--- config.mk ---
export PLATFORM = sky130hd
export DESIGN_NAME = pixel_bpm_filter_pipe
export DESIGN_NICKNAME = d
export VERILOG_FILES = /design/src/rtl/pixel_filter_pkg.sv /design/src/rtl/pixel_channel_op.sv /design/src/rtl/pixel_bpm_filter_pipe.sv
export SDC_FILE = /design/constraint.sdc
export NUM_CORES = 1
export LEC_CHECK = 0
export ABC_AREA = 1
export BUFFER_PORTS_ARGS = -buffer_cell sky130_fd_sc_hd__buf_2
export CORE_MARGIN = 1
export CORE_UTILIZATION = 45
export DETAILED_ROUTE_END_ITERATION = 6
export SLEW_MARGIN = 15
export SYNTH_ARGS = -nofsm -noshare
export SYNTH_HDL_FRONTEND = slang
export SYNTH_HIERARCHICAL = 1
export SYNTH_SLANG_ARGS = --single-unit
--- constraint.sdc ---
create_clock -name clk -period 10.2 [get_ports clk]
set_input_delay 2.04 -clock clk [delete_from_list [all_inputs] [get_ports clk]]
set_output_delay 2.04 -clock clk [all_outputs]
set_load 0.01 [all_outputs]
--- src/rtl/pixel_filter_pkg.sv ---
// Shared types and helpers for the BPM-driven pixel brightness filter.
//   filter_mode_t  : per-channel operation selector
//   bpm_to_target  : clamps a BPM reading and scales it to a brightness target
//   ramp           : moves a brightness value toward a target by a bounded step
package pixel_filter_pkg;

  typedef enum logic [1:0] {
    FM_THRESH = 2'd0,
    FM_AVG    = 2'd1,
    FM_SCALE  = 2'd2,
    FM_SATADD = 2'd3
  } filter_mode_t;

  // Clamp bpm into [min_bpm, max_bpm], multiply by the Q8 scale and saturate at maxv.
  // The product is formed at 64 bits so no parameter combination can overflow it.
  function automatic logic [31:0] bpm_to_target(input logic [31:0] bpm,
                                                input logic [31:0] min_bpm,
                                                input logic [31:0] max_bpm,
                                                input logic [31:0] step_size,
                                                input logic [31:0] maxv);
    logic [31:0] bpm_c;
    logic [63:0] prod;
    logic [63:0] scaled;
    if (bpm < min_bpm) begin
      bpm_c = min_bpm;
    end else if (bpm > max_bpm) begin
      bpm_c = max_bpm;
    end else begin
      bpm_c = bpm;
    end
    prod   = {32'd0, step_size} * {32'd0, bpm_c};
    scaled = prod >> 8;
    if (scaled > {32'd0, maxv}) begin
      return maxv;
    end else begin
      return scaled[31:0];
    end
  endfunction

  // Step cur toward target by at most step; differences are compared rather than
  // sums so the result never wraps.
  function automatic logic [31:0] ramp(input logic [31:0] cur,
                                       input logic [31:0] target,
                                       input logic [31:0] step);
    if (cur < target) begin
      if ((target - cur) > step) begin
        return cur + step;
      end else begin
        return target;
      end
    end else if (cur > target) begin
      if ((cur - target) > step) begin
        return cur - step;
      end else begin
        return target;
      end
    end else begin
      return cur;
    end
  endfunction

endpackage

--- src/rtl/pixel_channel_op.sv ---
// Combinational brightness operation on a single colour channel.
//   p    : channel value
//   b    : brightness snapshot for this beat
//   mode : filter_mode_t encoding (threshold / average / scale / saturating add)
//   en   : 0 passes p through untouched
//   q    : filtered channel value
module pixel_channel_op
  import pixel_filter_pkg::*;
#(
  parameter int BITS = 8
) (
  input  logic [BITS-1:0] p,
  input  logic [BITS-1:0] b,
  input  logic [1:0]      mode,
  input  logic            en,
  output logic [BITS-1:0] q
);

  logic [BITS:0]     sum_s;
  logic [2*BITS-1:0] prod_s;
  logic              unused_s;

  assign sum_s  = {1'b0, p} + {1'b0, b};
  assign prod_s = {{BITS{1'b0}}, p} * {{BITS{1'b0}}, b};
  // The scale result keeps only the upper half of the product.
  assign unused_s = ^prod_s[BITS-1:0];

  // Select the channel result for the active mode.
  always_comb begin
    if (!en) begin
      q = p;
    end else begin
      case (filter_mode_t'(mode))
        FM_THRESH: begin
          if (p <= b) begin
            q = {BITS{1'b0}};
          end else begin
            q = p;
          end
        end
        FM_AVG:    q = sum_s[BITS:1];
        FM_SCALE:  q = prod_s[2*BITS-1:BITS];
        FM_SATADD: begin
          if (sum_s[BITS]) begin
            q = {BITS{1'b1}};
          end else begin
            q = sum_s[BITS-1:0];
          end
        end
        default:   q = p;
      endcase
    end
  end

endmodule

--- src/rtl/pixel_bpm_filter_pipe.sv ---
// Multi-channel, two-stage pipelined BPM-driven brightness filter.
//   clk, reset          : clock, asynchronous active-high reset
//   pix_in/sop_in/valid_in/ready_out  : upstream beat (channel 0 in LSBs) + handshake
//   filter_enable/filter_mode/bpm_estimate : configuration, taken on sop beats only
//   pix_out/sop_out/valid_out/ready_in : downstream beat + handshake
//   brightness          : brightness currently applied (b_cur)
module pixel_bpm_filter_pipe
  import pixel_filter_pkg::*;
#(
  parameter int CHANNELS  = 3,
  parameter int BITS      = 8,
  parameter int MIN_BPM   = 40,
  parameter int MAX_BPM   = 200,
  parameter int STEP_SIZE = ((2**BITS) * 256) / MAX_BPM,
  parameter int RAMP_STEP = 4
) (
  input  logic                         clk,
  input  logic                         reset,
  input  logic [CHANNELS*BITS-1:0]     pix_in,
  input  logic                         sop_in,
  input  logic                         valid_in,
  output logic                         ready_out,
  input  logic                         filter_enable,
  input  logic [1:0]                   filter_mode,
  input  logic [$clog2(MAX_BPM+1)-1:0] bpm_estimate,
  output logic [CHANNELS*BITS-1:0]     pix_out,
  output logic                         sop_out,
  output logic                         valid_out,
  input  logic                         ready_in,
  output logic [BITS-1:0]              brightness
);

  localparam int W    = CHANNELS * BITS;
  localparam int MAXV = (2**BITS) - 1;

  logic [BITS-1:0] b_cur_r;
  logic            cfg_en_r;
  logic [1:0]      cfg_mode_r;

  logic            v1_r, sop1_r, en1_r;
  logic [W-1:0]    pix1_r;
  logic [BITS-1:0] b1_r;
  logic [1:0]      mode1_r;

  logic            v2_r, sop2_r;
  logic [W-1:0]    pix2_r;

  logic            en1_s, en2_s, accept_s;
  logic [31:0]     target_s, ramp_s;
  logic [BITS-1:0] b_snap_s;
  logic            en_snap_s;
  logic [1:0]      mode_snap_s;
  logic [W-1:0]    op_pix_s;
  logic            unused_s;

  // A stage may load when it is empty or its contents are leaving this cycle.
  assign en2_s     = !v2_r || ready_in;
  assign en1_s     = !v1_r || en2_s;
  assign ready_out = en1_s;
  assign accept_s  = valid_in && en1_s;
  assign unused_s  = ^ramp_s[31:BITS];

  // Brightness and configuration snapshot for the beat being accepted; a sop beat
  // sees its own freshly ramped brightness and newly sampled configuration.
  always_comb begin
    target_s = bpm_to_target(32'(bpm_estimate), 32'(MIN_BPM), 32'(MAX_BPM),
                             32'(STEP_SIZE), 32'(MAXV));
    ramp_s   = ramp(32'(b_cur_r), target_s, 32'(RAMP_STEP));
    if (accept_s && sop_in) begin
      b_snap_s    = ramp_s[BITS-1:0];
      en_snap_s   = filter_enable;
      mode_snap_s = filter_mode;
    end else begin
      b_snap_s    = b_cur_r;
      en_snap_s   = cfg_en_r;
      mode_snap_s = cfg_mode_r;
    end
  end

  // Frame-level state: brightness and configuration change only on accepted sop beats.
  always_ff @(posedge clk or posedge reset) begin
    if (reset) begin
      b_cur_r    <= {BITS{1'b0}};
      cfg_en_r   <= 1'b0;
      cfg_mode_r <= 2'd0;
    end else begin
      b_cur_r    <= b_snap_s;
      cfg_en_r   <= en_snap_s;
      cfg_mode_r <= mode_snap_s;
    end
  end

  // Stage 1: capture pixel, sop and the per-beat brightness/configuration.
  always_ff @(posedge clk or posedge reset) begin
    if (reset) begin
      v1_r    <= 1'b0;
      sop1_r  <= 1'b0;
      pix1_r  <= {W{1'b0}};
      b1_r    <= {BITS{1'b0}};
      en1_r   <= 1'b0;
      mode1_r <= 2'd0;
    end else if (en1_s) begin
      v1_r    <= valid_in;
      sop1_r  <= sop_in && valid_in;
      pix1_r  <= pix_in;
      b1_r    <= b_snap_s;
      en1_r   <= en_snap_s;
      mode1_r <= mode_snap_s;
    end
  end

  for (genvar c = 0; c < CHANNELS; c++) begin : g_chan
    pixel_channel_op #(.BITS(BITS)) u_op (
      .p    (pix1_r[c*BITS +: BITS]),
      .b    (b1_r),
      .mode (mode1_r),
      .en   (en1_r),
      .q    (op_pix_s[c*BITS +: BITS])
    );
  end

  // Stage 2: register the filtered result; holds while downstream stalls.
  always_ff @(posedge clk or posedge reset) begin
    if (reset) begin
      v2_r   <= 1'b0;
      sop2_r <= 1'b0;
      pix2_r <= {W{1'b0}};
    end else if (en2_s) begin
      v2_r   <= v1_r;
      sop2_r <= sop1_r;
      pix2_r <= op_pix_s;
    end
  end

  assign pix_out    = pix2_r;
  assign sop_out    = sop2_r;
  assign valid_out  = v2_r;
  assign brightness = b_cur_r;

endmodule
Word-level counts from Yosys, hierarchy flattened --
Cells that the tools add are included.
Operators by class: divide/modulo/power cells 0, shift operators 0, reductions and logical operators 8, bitwise gates (word level) 0, mux-type cells 22, add/subtract/negate cells 7, magnitude comparators 10, eq/ne operators 3, multipliers 4
Operators with widths (number):
- $mux 8 | 15
- $pmux 8 s4 | 3
- $gt 32x3->1 const B | 2
- $mux 32 | 2
- $mul 8x8->16 | 3
- $mul 9x32->41 const A | 1
- $gt 33x8->1 const B | 1
- $gt 8x32->1 | 1
- $lt 8x32->1 | 1
- $sub 32x8->32 | 1
- $sub 8x32->32 | 1
- $add 8x8->9 | 3
- $le 8x8->1 | 3
- $add 8x3->8 const B | 1
- $gt 8x8->1 const B | 1
- $lt 8x6->1 const B | 1
- $sub 8x3->8 const B | 1
- $eq 2x2->1 const B | 2
- $logic_and 1x1->1 | 3
- $eq 2x1->1 const B | 1
- $logic_not 1->1 | 2
- $logic_not 2->1 | 1
- $logic_or 1x1->1 | 2
- $mux 2 | 1
- $mux 1 | 1
Word-level totals: memories 0, memory bits (read-only) 0, bits of input ports 40, bits in writable memories 0, register bits after elaboration 74, logic and storage cells 66, output and inout port bits 35, bits in latches 0

Longest topological paths before layout --
depth after elaboration 12, depth in mapped cells 48, mapped depth without buffers 46

Modules after synthesis --
Netlist, hierarchy kept.
Modules (own cells, without submodules):
- pixel_bpm_filter_pipe | sequential area each 1851.8 sq um, cells each 758, instances 1, area each 5795.6 sq um
- pixel_channel_op at g_chan[1].u_op | sequential area each 0.0 sq um, cells each 496, instances 1, area each 3178.0 sq um
- pixel_channel_op at g_chan[2].u_op | sequential area each 0.0 sq um, cells each 491, instances 1, area each 3118.0 sq um
- pixel_channel_op at g_chan[0].u_op | sequential area each 0.0 sq um, cells each 499, instances 1, area each 3098.0 sq um

Worst setup path after synthesis --
No wires, ideal clock.
kind input -> register, start point in bpm_estimate[2], end point reg b1_r[6], data required time 10.082 ns, path buffers 1, data arrival time 8.105 ns, stages 39, setup time 0.118 ns, slack 1.978 ns, cell sequence nor3_1 o211ai_1 nand2_1 inv_1 a21oi_1 fa_1 ha_1 ha_1 fa_1 ha_1 nand2_1 inv_1 a21oi_1 inv_1 a41oi_1 o21ai_0 xnor2_1 inv_1 [3 not listed] nand2_1 nor2_1 a21oi_4 inv_1 nor2_1 ha_1 nand4_1 nor3_1 nand3_2 nor3_4 nand2_2 buf_6 nand3_1 nand2_1 a21oi_2 nand2_1 nand3_1 nand2_1
Between the ends: cells in the longest elaborated chain, start to end 12, elaborated cells between the ends (all ways) 18, classes of those cells add/sub: 2; mul: 1; order compare: 7; mux: 8
Ends and longest elaborated chain:
- start: declaration | line pixel_bpm_filter_pipe.sv:25 | input logic [$clog2(MAX_BPM+1)-1:0] bpm_estimate,
- $gt 8x8->1 | line pixel_filter_pkg.sv:26 | end else if (bpm > max_bpm) begin
- $mux 8 | line pixel_filter_pkg.sv:26
- $mux 32 * | line pixel_filter_pkg.sv:24 | if (bpm < min_bpm) begin
- $mul 9x32->41 * | line pixel_filter_pkg.sv:31 | prod = {32'd0, step_size} * {32'd0, bpm_c};
- $gt 33x8->1 | line pixel_filter_pkg.sv:33 | if (scaled > {32'd0, maxv}) begin
- $mux 32 * | line pixel_filter_pkg.sv:33
- $sub 8x32->32 | line pixel_filter_pkg.sv:52 | if ((cur - target) > step) begin
- $gt 32x3->1 | line pixel_filter_pkg.sv:52
- $mux 8 | line pixel_filter_pkg.sv:52
- $mux 8 | line pixel_filter_pkg.sv:51 | end else if (cur > target) begin
- $mux 8 * | line pixel_filter_pkg.sv:45 | if (cur < target) begin
- $mux 8 * | line pixel_bpm_filter_pipe.sv:69 | if (accept_s && sop_in) begin
- end signal: assignment | line pixel_bpm_filter_pipe.sv:99 | b1_r <= {BITS{1'b0}};
- end signal: assignment | line pixel_bpm_filter_pipe.sv:106 | b1_r <= b_snap_s;
- end: declaration | line pixel_bpm_filter_pipe.sv:42 | logic [BITS-1:0] b1_r;
Every way passes the cells marked *; elsewhere a longest branch is shown, timed or not. A chain may end at the register's enable or synchronous reset.

Final worst setup path --
start point in bpm_estimate[2], end point reg b1_r[1]
The elaborated chain is that of the path after synthesis.

==> flow_summary_export.csv <==
group,metric,value,unit
layout,drive_gt1_share,9.46,%
min_path,whs_path_depth,2,
flow_run,maxCapViolCount,0,
logic_synthesis,ys_ff_latch,74,
placed_design,gp_congestion,0.915,
sta,skew,0.0133,ns
global_routing,grt_antenna_before_repair,0,
floorplanning,die_h,186,microns
critical_path,start_kind,"primary input",
layout,syn2layout_area_growth,6.73,%
critical_path,max_stage_delay,0.54,ns
clock_tree,post_cts_buffers,0,
critical_path,crit_slowest_cell,"fa_1",
logic_synthesis,synth_ff_type,"dfrtp_1",
drt,routedWlPerCell,14.9,microns
sta,tns,0,ns
logic_synthesis,synth_most_common_cell,"nand2_1",
clock_tree,cts_tree,"yes",
placed_design,dpl.hpwl,32100,microns
critical_path,crit_required,10.43,ns
status,status,"complete, no violations",
sta,worstMarginPinSlew,0.997,ns
global_routing,grt_pass1_wl,67300,microns
logic_synthesis,synth_top_area_share,17.7,%
drt,postRouteAntennaNets,0,
critical_path,worst-setup-path-type,"primary input to register",
drt,dr.pass1.iters,7,
global_routing,grt_pass1_vias,13500,
clock_tree,cts_buffers,9,
sta,slew_headroom,33.5,%
drt,drc_errors,0,
sta,hold_viol_final,0,
sta,max_freq,112,MHz
clock_tree,clockRootBuffer,"clkbuf_16",
clock_tree,cts_sinks,74,
critical_path,cpLargestDelayFamily,"adder cells",
logic_synthesis,ys_top_cells_by_count,"nand2_1, inv_1, ha_1, nand3_1, fa_1",
sta,min_period_over_period,87.8,%
drt,vias_per_cell,5.01,
clock_tree,clk_pin_slew,0.06,ns
sta,drv_slew,0,
sta,period_needed,8.96,ns
global_routing,grt_max_degree,75,
floorplanning,coreArea,32900,sq um
logic_synthesis,synth_area_per_cell,6.77,sq um
sta,rsz0062_at_grt,"no",
logic_synthesis,seq_area_frac_synth,12.2,%
global_routing,grt_use_total,24.7,%
clock_tree,ctsHoldBuffers,0,
drt,drtIter0Drc,685,
floorplanning,row_count,66,
layout,diodes,0,
clock_tree,h-tree-depth,3,
critical_path,path_max_fanout,11,
clock_tree,clk_latency,0.35,ns
logic_synthesis,postSynthCellCount,2244,
logic_synthesis,async_reset_ff_share,100,%
min_path,hold_class,"register to register",
logic_synthesis,synth_edf_count,0,
sta,setup_viol,0,
drt,finalWirelength,40600,microns
min_path,min-delay-start,"pix_out[8]$_DFFE_PP0P_",
critical_path,end_kind,"register",
logic_synthesis,yosysWarnings,6,
critical_path,reg2reg_depth,19,
floorplanning,fp.dieW,186,microns
drt,vias,13700,
critical_path,rrSetupSlack,4.80,ns
placed_design,dp_worst_setup_slack,0.955,ns
sta,timing.final.ws_setup,1.24,ns
critical_path,crit_top_cell,"inv_1",
logic_synthesis,netlist_area,15200,sq um
floorplanning,dieArea,34500,sq um
clock_tree,clockBufferDepth,2,
clock_tree,cts_resized,0,
logic_synthesis,yosys.area.top_type,"ha_1",
min_path,hold-path-endpoint,"pix_out[8]$_DFFE_PP0P_",
floorplanning,start_util,46.2,%
placed_design,io_buffer_count,74,
critical_path,cp.arrival,9.19,ns
floorplanning,ios,75,
logic_synthesis,synth_area_leaders,"ha_1, nand2_1, fa_1, dfrtp_1, inv_1",
critical_path,rr_endpoint,"pix_out[5]$_DFFE_PP0P_",
critical_path,reg2reg_from,"b1_r[4]$_DFFE_PP0N_",
global_routing,gr-total-overflow,0,
logic_synthesis,ys_types,56,
layout,fin_nets,2655,
critical_path,cp_num_buf_inv,8,
[layout make-up]
| class | instances | area, sq um |
|---|---|---|
| fill | 3448 | 16700 |
| tap | 442 | 553 |
| multi-input combinational | 1611 | 11200 |
| sequential | 74 | 1850 |
| timing repair buffer | 87 | 468 |
| clock buffer | 10 | 229 |
| inverter | 496 | 1870 |
| clock inverter | 6 | 66.3 |
[placed cells by master, fill, tap and decap left out, types with 3 or more instances in the layout]
cell and instances:
ha_1 215, nor2_4 10, xnor2_1 7, o21ai_1 23
inv_1 465, a21boi_1 5, clkbuf_16 9, o21ai_2 4
clkinv_1 3, a21oi_2 11, fa_1 121, o21a_1 7
dfrtp_1 74, a21oi_4 3, nor3_1 14, nand3b_1 16
clkinvlp_4 3, xor2_1 24, o21bai_1 7, nand3_2 8
nand2_1 708, nor2_2 10, o21ai_0 40, a211oi_1 3
nand3_1 143, a31oi_1 5, nand2_4 5, nand2_2 21
nand4_1 27, a21oi_1 65, nor2_1 83, inv_2 25
buf_2 74, buf_4 13
[sequential cells by signal, summed over array words and instances, names as in the netlist]
register and cells:
b1_r 8, brightness 8, cfg_en_r 1, cfg_mode_r 2, en1_r 1, mode1_r 2
pix1_r 24, pix_out 24, sop1_r 1, sop_out 1, v1_r 1, valid_out 1
[layer usage]
metal | routed length [microns] | global-route usage (%) | vias up
met2 | 19300 | 42.5 | 303
met3 | 1760 | 2.95 | 52
li1 | - | - | 6918
met1 | 18600 | 32.0 | 6389
met4 | 994 | 7.84 | 0
met5 | 0 | 0 | -
[cells by family after synthesis]
logic type / after synthesis / synth area share [%]
simple gates: 1058 / 30.6
buf+inv: 560 / 14.3
fa+ha+maj: 336 / 33.7
compound gates: 184 / 7.45
flops: 74 / 12.2
xor+xnor: 31 / 1.79
other cells: 1 / 0.0247
[through the flow]
stage / util, % / cell area (sq um) / std cells / hold WS (ns)
floorplan: - / 15200 / 2245 / 0.423
global placement: 48.4 / 15900 / 2710 / 0.457
detailed placement: 48.4 / 15900 / 2710 / 0.459
CTS: 49.3 / 16200 / 2726 / 0.477
global route: 49.3 / 16200 / 2726 / 0.491
finish: 49.3 / 16200 / 2726 / 0.472
[worst max-delay path by stage]
stage | from | endpoint | slack [ns] | cells past startpoint
after floorplan | bpm_estimate[2] | b1_r[6]$_DFFE_PP0N_ | 1.98 | 39
after global placement | bpm_estimate[2] | b1_r[6]$_DFFE_PP0N_ | 1.14 | 39
after detailed placement | bpm_estimate[2] | b1_r[6]$_DFFE_PP0N_ | 0.95 | 39
after CTS | bpm_estimate[2] | b1_r[1]$_DFFE_PP0N_ | 1.29 | 40
after global routing | bpm_estimate[2] | b1_r[3]$_DFFE_PP0N_ | 0.56 | 40
final | bpm_estimate[2] | b1_r[1]$_DFFE_PP0N_ | 1.24 | 39
[worst register-to-register path: stages, from the launching register on]
cell	delay, ns
dfrtp_1	0.92
buf_4	0.35
ha_1	0.32
fa_1	0.46
fa_1	0.49
fa_1	0.54
inv_1	0.05
fa_1	0.52
inv_1	0.04
ha_1	0.36
a21oi_1	0.36
o21ai_0	0.15
nand2_1	0.11
nand4_1	0.09
nand3_1	0.13
nand3_1	0.09
nand2_1	0.07
nand2_1	0.08
nand2_1	0.08
nand2_1	0.08
Power is left out: the tool's default activity adds up to more than one toggle a clock period on the data nets, which glitch-free logic cannot reach.
